### config.mk
export PLATFORM = sky130hd
export DESIGN_NAME = nfa_stream_driver_flat
export DESIGN_NICKNAME = d
export VERILOG_FILES = /design/src/rtl/nfa_drv_pkg.sv /design/src/rtl/nfa_stream_driver_if.sv /design/src/rtl/nfa_match_capture.sv /design/src/rtl/nfa_stream_driver.sv /design/src/flat_wrapper.sv
export SDC_FILE = /design/constraint.sdc
export NUM_CORES = 1
export LEC_CHECK = 0
export CORE_MARGIN = 2
export CORE_UTILIZATION = 49
export CTS_CLUSTER_SIZE = 28
export DETAILED_ROUTE_END_ITERATION = 8
export HOLD_SLACK_MARGIN = 0.08
export PLACE_DENSITY = 0.78
export SLEW_MARGIN = 15
export SYNTH_ARGS = -nofsm -noshare
export SYNTH_HDL_FRONTEND = slang
export SYNTH_SLANG_ARGS = --single-unit
### constraint.sdc
create_clock -name clk -period 1.9 [get_ports clk]
set_input_delay 0.38 -clock clk [delete_from_list [all_inputs] [get_ports clk]]
set_output_delay 0.38 -clock clk [all_outputs]
set_load 0.05 [all_outputs]
### src/rtl/nfa_drv_pkg.sv
// ---------------------------------------------------------------------------
// nfa_drv_pkg : shared state encoding and defaults for the NFA stream driver
// Rev 1.0
// ---------------------------------------------------------------------------
`default_nettype none

package nfa_drv_pkg;
  localparam int DEF_OFS_W   = 16;
  localparam int DEF_ENG_LAT = 2;

  typedef enum logic [2:0] {
    ST_IDLE   = 3'd0,
    ST_SOD    = 3'd1,
    ST_STREAM = 3'd2,
    ST_DRAIN  = 3'd3,
    ST_REPORT = 3'd4
  } state_t;
endpackage

`default_nettype wire

### src/rtl/nfa_stream_driver_if.sv
// ---------------------------------------------------------------------------
// nfa_stream_driver_if : byte stream, engine drive and match record bundle
// Rev 1.0
// ---------------------------------------------------------------------------
`default_nettype none

interface nfa_stream_driver_if
  import nfa_drv_pkg::*;
#(
  parameter int N_ENG = 8,
  parameter int OFS_W = DEF_OFS_W
);
  logic             s_valid;
  logic             s_ready;
  logic [7:0]       s_data;
  logic             s_sop;
  logic             s_eop;
  logic             eng_sod;
  logic             eng_en;
  logic [7:0]       eng_char;
  logic [N_ENG-1:0] eng_out;
  logic             r_valid;
  logic             r_ready;
  logic [N_ENG-1:0] r_match;
  logic             r_any;
  logic [OFS_W-1:0] r_first_ofs;
  logic [OFS_W-1:0] r_len;
  logic             r_err;

  modport master (
    input  s_valid, s_data, s_sop, s_eop, eng_out, r_ready,
    output s_ready, eng_sod, eng_en, eng_char,
           r_valid, r_match, r_any, r_first_ofs, r_len, r_err
  );

  modport slave (
    output s_valid, s_data, s_sop, s_eop, eng_out, r_ready,
    input  s_ready, eng_sod, eng_en, eng_char,
           r_valid, r_match, r_any, r_first_ofs, r_len, r_err
  );
endinterface

`default_nettype wire

### src/rtl/nfa_match_capture.sv
// ---------------------------------------------------------------------------
// nfa_match_capture : offset delay line matched to engine latency, first-rise
//                     detect and end-of-packet snapshot of the engine outputs
// Rev 1.0
// ---------------------------------------------------------------------------
`default_nettype none

module nfa_match_capture
  import nfa_drv_pkg::*;
#(
  parameter int N_ENG   = 8,
  parameter int OFS_W   = DEF_OFS_W,
  parameter int ENG_LAT = DEF_ENG_LAT
) (
  input  logic             clk,
  input  logic             rst,
  input  logic             clr,
  input  logic             snap,
  input  logic [OFS_W-1:0] tag_ofs,
  input  logic [N_ENG-1:0] eng_out,
  output logic [N_ENG-1:0] match,
  output logic [OFS_W-1:0] first_ofs
);
  logic [OFS_W-1:0] dly [ENG_LAT];
  logic             found;
  logic [OFS_W-1:0] found_ofs;
  logic [OFS_W-1:0] first_now;

  // The snapshot cycle may itself be the first rise, so resolve it combinationally.
  always_comb begin
    first_now = '1;
    if (found)
      first_now = found_ofs;
    else if (|eng_out)
      first_now = dly[ENG_LAT-1];
  end

  always_ff @(posedge clk) begin
    if (rst || clr) begin
      for (int i = 0; i < ENG_LAT; i++) dly[i] <= '0;
      found     <= 1'b0;
      found_ofs <= '0;
    end else begin
      dly[0] <= tag_ofs;
      for (int i = 1; i < ENG_LAT; i++) dly[i] <= dly[i-1];
      if (|eng_out && !found) begin
        found     <= 1'b1;
        found_ofs <= dly[ENG_LAT-1];
      end
    end
  end

  always_ff @(posedge clk) begin
    if (rst) begin
      match     <= '0;
      first_ofs <= '0;
    end else if (snap) begin
      match     <= eng_out;
      first_ofs <= first_now;
    end
  end
endmodule

`default_nettype wire

### src/rtl/nfa_stream_driver.sv
// ---------------------------------------------------------------------------
// nfa_stream_driver : packet stream to NFA engine bank driver, one match record
//                     per packet. NFA_DRV_STATS_EN adds stat_pkts/stat_hits.
// Rev 1.0
// ---------------------------------------------------------------------------
`default_nettype none

module nfa_stream_driver
  import nfa_drv_pkg::*;
#(
  parameter int N_ENG   = 8,
  parameter int OFS_W   = DEF_OFS_W,
  parameter int ENG_LAT = DEF_ENG_LAT
) (
  input  logic                 clk,
  input  logic                 rst,
  nfa_stream_driver_if.master  bus
`ifdef NFA_DRV_STATS_EN
  ,
  output logic [31:0]          stat_pkts,
  output logic [31:0]          stat_hits
`endif
);
  localparam int CW = $clog2(ENG_LAT + 1);

  state_t           state;
  logic [7:0]       hold_data;
  logic             hold_eop;
  logic [OFS_W-1:0] drv_ofs;
  logic [OFS_W-1:0] len_cnt;
  logic             pkt_err;
  logic [CW-1:0]    drain_cnt;
  logic             snap;

  assign snap = (state == ST_DRAIN) && (drain_cnt == CW'(ENG_LAT));

  nfa_match_capture #(
    .N_ENG   (N_ENG),
    .OFS_W   (OFS_W),
    .ENG_LAT (ENG_LAT)
  ) u_capture (
    .clk       (clk),
    .rst       (rst),
    .clr       (state == ST_SOD),
    .snap      (snap),
    .tag_ofs   (drv_ofs),
    .eng_out   (bus.eng_out),
    .match     (bus.r_match),
    .first_ofs (bus.r_first_ofs)
  );

  always_ff @(posedge clk) begin
    if (rst) begin
      state        <= ST_IDLE;
      bus.s_ready  <= 1'b0;
      bus.eng_sod  <= 1'b1;
      bus.eng_en   <= 1'b0;
      bus.eng_char <= '0;
      bus.r_valid  <= 1'b0;
      bus.r_any    <= 1'b0;
      bus.r_len    <= '0;
      bus.r_err    <= 1'b0;
      hold_data    <= '0;
      hold_eop     <= 1'b0;
      drv_ofs      <= '0;
      len_cnt      <= '0;
      pkt_err      <= 1'b0;
      drain_cnt    <= '0;
    end else begin
      bus.eng_en  <= 1'b0;
      bus.eng_sod <= 1'b0;
      case (state)
        ST_IDLE: begin
          bus.s_ready <= 1'b1;
          if (bus.s_valid && bus.s_ready && bus.s_sop) begin
            hold_data   <= bus.s_data;
            hold_eop    <= bus.s_eop;
            bus.s_ready <= 1'b0;
            bus.eng_sod <= 1'b1;
            state       <= ST_SOD;
          end
        end
        ST_SOD: begin
          bus.eng_en   <= 1'b1;
          bus.eng_char <= hold_data;
          drv_ofs      <= '0;
          len_cnt      <= OFS_W'(1);
          pkt_err      <= 1'b0;
          drain_cnt    <= '0;
          if (hold_eop) begin
            state <= ST_DRAIN;
          end else begin
            bus.s_ready <= 1'b1;
            state       <= ST_STREAM;
          end
        end
        ST_STREAM: begin
          if (bus.s_valid) begin
            bus.eng_en   <= 1'b1;
            bus.eng_char <= bus.s_data;
            drv_ofs      <= (drv_ofs == '1) ? drv_ofs : drv_ofs + 1'b1;
            len_cnt      <= (len_cnt == '1) ? len_cnt : len_cnt + 1'b1;
            if (bus.s_sop) pkt_err <= 1'b1;
            if (bus.s_eop) begin
              bus.s_ready <= 1'b0;
              drain_cnt   <= '0;
              state       <= ST_DRAIN;
            end
          end
        end
        ST_DRAIN: begin
          drain_cnt <= drain_cnt + 1'b1;
          if (snap) begin
            bus.r_valid <= 1'b1;
            bus.r_any   <= |bus.eng_out;
            bus.r_len   <= len_cnt;
            bus.r_err   <= pkt_err;
            state       <= ST_REPORT;
          end
        end
        ST_REPORT: begin
          if (bus.r_ready) begin
            bus.r_valid <= 1'b0;
            bus.s_ready <= 1'b1;
            state       <= ST_IDLE;
          end
        end
        default: state <= ST_IDLE;
      endcase
    end
  end

`ifdef NFA_DRV_STATS_EN
  always_ff @(posedge clk) begin
    if (rst) begin
      stat_pkts <= '0;
      stat_hits <= '0;
    end else if (bus.r_valid && bus.r_ready) begin
      stat_pkts <= stat_pkts + 1'b1;
      if (bus.r_any) stat_hits <= stat_hits + 1'b1;
    end
  end
`endif
endmodule

`default_nettype wire

### src/flat_wrapper.sv
// flat-port wrapper written by rule: the top's interface ports become plain ports
module nfa_stream_driver_flat import nfa_drv_pkg::*;
#(
  parameter int N_ENG   = 8,
  parameter int OFS_W   = DEF_OFS_W,
  parameter int ENG_LAT = DEF_ENG_LAT
)
  (clk, rst, bus_s_valid, bus_s_data, bus_s_sop, bus_s_eop, bus_eng_out, bus_r_ready, bus_s_ready, bus_eng_sod, bus_eng_en, bus_eng_char, bus_r_valid, bus_r_match, bus_r_any, bus_r_first_ofs, bus_r_len, bus_r_err);
  nfa_stream_driver_if #(.N_ENG(N_ENG), .OFS_W(OFS_W)) bus_i ();
  input  logic clk;
  input  logic rst;
  input wire logic [$bits(bus_i.s_valid)-1:0] bus_s_valid;
  input wire logic [$bits(bus_i.s_data)-1:0] bus_s_data;
  input wire logic [$bits(bus_i.s_sop)-1:0] bus_s_sop;
  input wire logic [$bits(bus_i.s_eop)-1:0] bus_s_eop;
  input wire logic [$bits(bus_i.eng_out)-1:0] bus_eng_out;
  input wire logic [$bits(bus_i.r_ready)-1:0] bus_r_ready;
  output wire logic [$bits(bus_i.s_ready)-1:0] bus_s_ready;
  output wire logic [$bits(bus_i.eng_sod)-1:0] bus_eng_sod;
  output wire logic [$bits(bus_i.eng_en)-1:0] bus_eng_en;
  output wire logic [$bits(bus_i.eng_char)-1:0] bus_eng_char;
  output wire logic [$bits(bus_i.r_valid)-1:0] bus_r_valid;
  output wire logic [$bits(bus_i.r_match)-1:0] bus_r_match;
  output wire logic [$bits(bus_i.r_any)-1:0] bus_r_any;
  output wire logic [$bits(bus_i.r_first_ofs)-1:0] bus_r_first_ofs;
  output wire logic [$bits(bus_i.r_len)-1:0] bus_r_len;
  output wire logic [$bits(bus_i.r_err)-1:0] bus_r_err;
  assign bus_i.s_valid = bus_s_valid;
  assign bus_i.s_data = bus_s_data;
  assign bus_i.s_sop = bus_s_sop;
  assign bus_i.s_eop = bus_s_eop;
  assign bus_i.eng_out = bus_eng_out;
  assign bus_i.r_ready = bus_r_ready;
  assign bus_s_ready = bus_i.s_ready;
  assign bus_eng_sod = bus_i.eng_sod;
  assign bus_eng_en = bus_i.eng_en;
  assign bus_eng_char = bus_i.eng_char;
  assign bus_r_valid = bus_i.r_valid;
  assign bus_r_match = bus_i.r_match;
  assign bus_r_any = bus_i.r_any;
  assign bus_r_first_ofs = bus_i.r_first_ofs;
  assign bus_r_len = bus_i.r_len;
  assign bus_r_err = bus_i.r_err;
  nfa_stream_driver #(.N_ENG(N_ENG), .OFS_W(OFS_W), .ENG_LAT(ENG_LAT)) u_core (.clk(clk), .rst(rst), .bus(bus_i));
endmodule
==> run metrics <==
synthesis warning total=0; GR Util met2=0.370; Global Route met3 Usage=0.0635; Synth Area per Inst=8.42 um2; drt first pass iters=5; die height=114 um; worst path required time=2250 ps; clock sinks=150; Yosys reg bits=150; Reg clk slew, reported paths=60 ps; CTS tree=built; DRT iter0 DRCs=641; DP Area=7060 um2; DRC=0; busiest layer in global routing=met2; post-DR wirelength/cell=15.7 um; P&R area growth vs syn=28.4%; initial antenna violation count=0; IR drop worst, VDD=856 uV; HP Class=input pin to flip-flop; Tmin final=1840 ps; effective utilization at floorplan=0.498; Gate Count Post-Synth=705; global route overflow=0; Max-Cap Viols=0; detailed-placement wirelength estimate=9740 um; leak pwr=2.99 nW; # rows=40; Die W=114 um; Final setup viols=0; Slew HR=0.614; H-tree depth=4; antenna viol nets, final=0; gpl congestion=0.870; outcome=finished, final reports clean; pins over their slew limit=0; DRT Wirelength=15,100 um; share of post-route cells with drive strength above 1=0.143; async set-or-reset flop fraction in the synthesized netlist=0; nets@finish=828; CTS Buf Count=17; vias post-DR=5,626; worst-skew pair later-pin latency=420 ps; final worst-path cycle share=0.969; Total Power=0.00832 W; Syn Nets=730; cell area power density=1090 nW/um2; sequential share of the synthesized area=0.506; predominant post-synthesis flop cell=dfxtp_1; final hold violations=0; f_max=0.543 GHz; CP Launch Type=flip-flop; met1 GRT Util=0.291; first-pass GRT wire length=24,200 um; fillers=988; vias in the first global route=5,280; synth unique cells=53; clk buf depth=2; crit end category=flip-flop; Setup CP Type=flip-flop to flip-flop; Antenna Cells=0; # port buffers=75; Die Area=13,000 um2; finished layout cell area=7620 um2; CTS Root Cell=clkbuf_16; hold buffer count at cts=0; WP data arrival=2190 ps; Crit Path Max Fanout=6; area of the mapped netlist=5930 um2; Post-synth EDFFs=0; largest net degree at the start of global routing=49; core area=11,900 um2; io pins=76; measured slew at the worst slew-check pin=578 ps; Vias/cell=5.84; gr usage total=0.229; clock skew=9.92 ps
-- critical path, stage by stage (launching register included) --
cell and delay [ps]:
dfxtp_1 310, ha_1 240, and3_1 210, nand4_1 200
nor2_2 130, or4b_1 530, a21oi_1 150
-- final cells by class --
| type | count | area (um2) | share of cell area |
|---|---|---|---|
| Clock buffer | 18 | 439 | 0.0576 |
| Timing Repair Buffer | 133 | 1140 | 0.150 |
| Clock inverter | 14 | 129 | 0.0169 |
| Tap cell | 147 | 184 | 0.0241 |
| Inverter | 4 | 15.0 | 0.00197 |
| Sequential cell | 150 | 3000 | 0.394 |
| Multi-Input combinational cell | 497 | 2710 | 0.356 |
-- state kept, by name (all words and copies together), names as in the netlist, 16 cells and up --
register	cells
u_core.len_cnt	16
u_core.bus.r_len	16
u_core.u_capture.found_ofs	16
u_core.drv_ofs	16
u_core.u_capture.dly	32
u_core.u_capture.first_ofs	16
-- where the power goes --
part	switching, W	leakage (nW)	internal [W]
registers	0.0000921	1.21	0.00328
logic	0.00114	1.49	0.000596
clock network	0.00144	0.284	0.00177
total	0.00268	2.99	0.00564
-- cell usage after synthesis (3+ instances only) --
cell	number	area (um2)
a211oi_1	3	22.5
a21o_1	3	22.5
a21oi_1	94	470
a311oi_1	11	96.3
a31oi_1	14	87.6
a41oi_1	5	43.8
and2_1	35	219
and3_1	9	56.3
and4_1	4	35.0
buf_1	3	11.3
buf_2	19	95.1
clkbuf_1	30	113
dfxtp_1	150	3000
ha_1	3	37.5
inv_1	3	11.3
mux2i_1	9	90.1
nand2_1	144	541
nand2b_1	3	18.8
nand3_1	15	75.1
nand3b_1	4	30.0
nand4_1	8	50.1
nor2_1	46	173
nor3_1	11	55.1
nor4_1	4	25.0
o21ai_0	19	95.1
o221ai_1	16	140
or3_1	3	18.8
or4_1	7	52.6
-- cell families after synthesis --
kind of cell	synth area share
simple gates	0.246
compound gates	0.184
flops	0.506
buf+inv	0.0422
mux	0.0152
fa+ha+maj	0.00633
-- metrics by stage --
step           instances  TNS [ps]  hold WS, ps  setup slack [ps]   util
5_1_grt              963     -56.4          384             -22.8  0.640
4_1_cts              961         0          350              28.3  0.636
6_report             963         0          375              58.9  0.640
2_1_floorplan        705         0          406               107      -
3_5_place_dp         929     -7750          414              -299  0.593
3_3_place_gp         929     -6150          408              -234  0.593
-- repair_timing --
item | 4_1_cts | 5_1_grt
cloned | 0 | 0
pin swaps | 0 | 1
resized for setup | 42 | 8
endpoints found under the setup margin | 42 | 19
buffers inserted | 0 | 2
-- final timing paths --
| kind | from | to | slack (ps) | cells past startpoint |
|---|---|---|---|---|
| min | rst | u_core.len_cnt[2]$_SDFFE_PP0P_ | 380 | 2 |
| max | u_core.drv_ofs[0]$_SDFFE_PP0P_ | u_core.drv_ofs[2]$_SDFFE_PP0P_ | 60 | 6 |
| max reg2reg | u_core.drv_ofs[0]$_SDFFE_PP0P_ | u_core.drv_ofs[2]$_SDFFE_PP0P_ | 60 | 6 |
| min reg2reg | u_core.u_capture.dly[0][10]$_SDFF_PP0_ | u_core.u_capture.dly[0][26]$_SDFF_PP0_ | 430 | 1 |
-- routing by layer --
layer | share of wire | wire length, um
met2 | 0.47 | 7190
met5 | 0 | 0
met3 | 0.074 | 1120
met1 | 0.44 | 6620
met4 | 0.014 | 217
-- placed cells by master (no fill, tap or decap), types with 4 or more instances in the layout --
master           synthesis  routed
a41oi_1                  5       5
nand3_1                 15      15
o21ai_0                 19      19
nor4_1                   4       4
mux2i_1                  9       9
inv_8                    0       4
clkbuf_16                0      17
and3_1                   9       9
and2_1                  35      35
dfxtp_1                150     149
and4_1                   4       4
a31oi_1                 14      14
a311oi_1                11      11
nor3_1                  11      11
inv_6                    0       6
nand3b_1                 4       4
nand2_1                144     144
nor2_1                  46      44
or4_1                    7       7
o221ai_1                16      16
dlygate4sd2_1            0      42
nand4_1                  8       8
a21oi_1                 94      94
buf_4                    0      66
clkdlybuf4s50_1          0      20
Power figures use the tool's default switching activity.
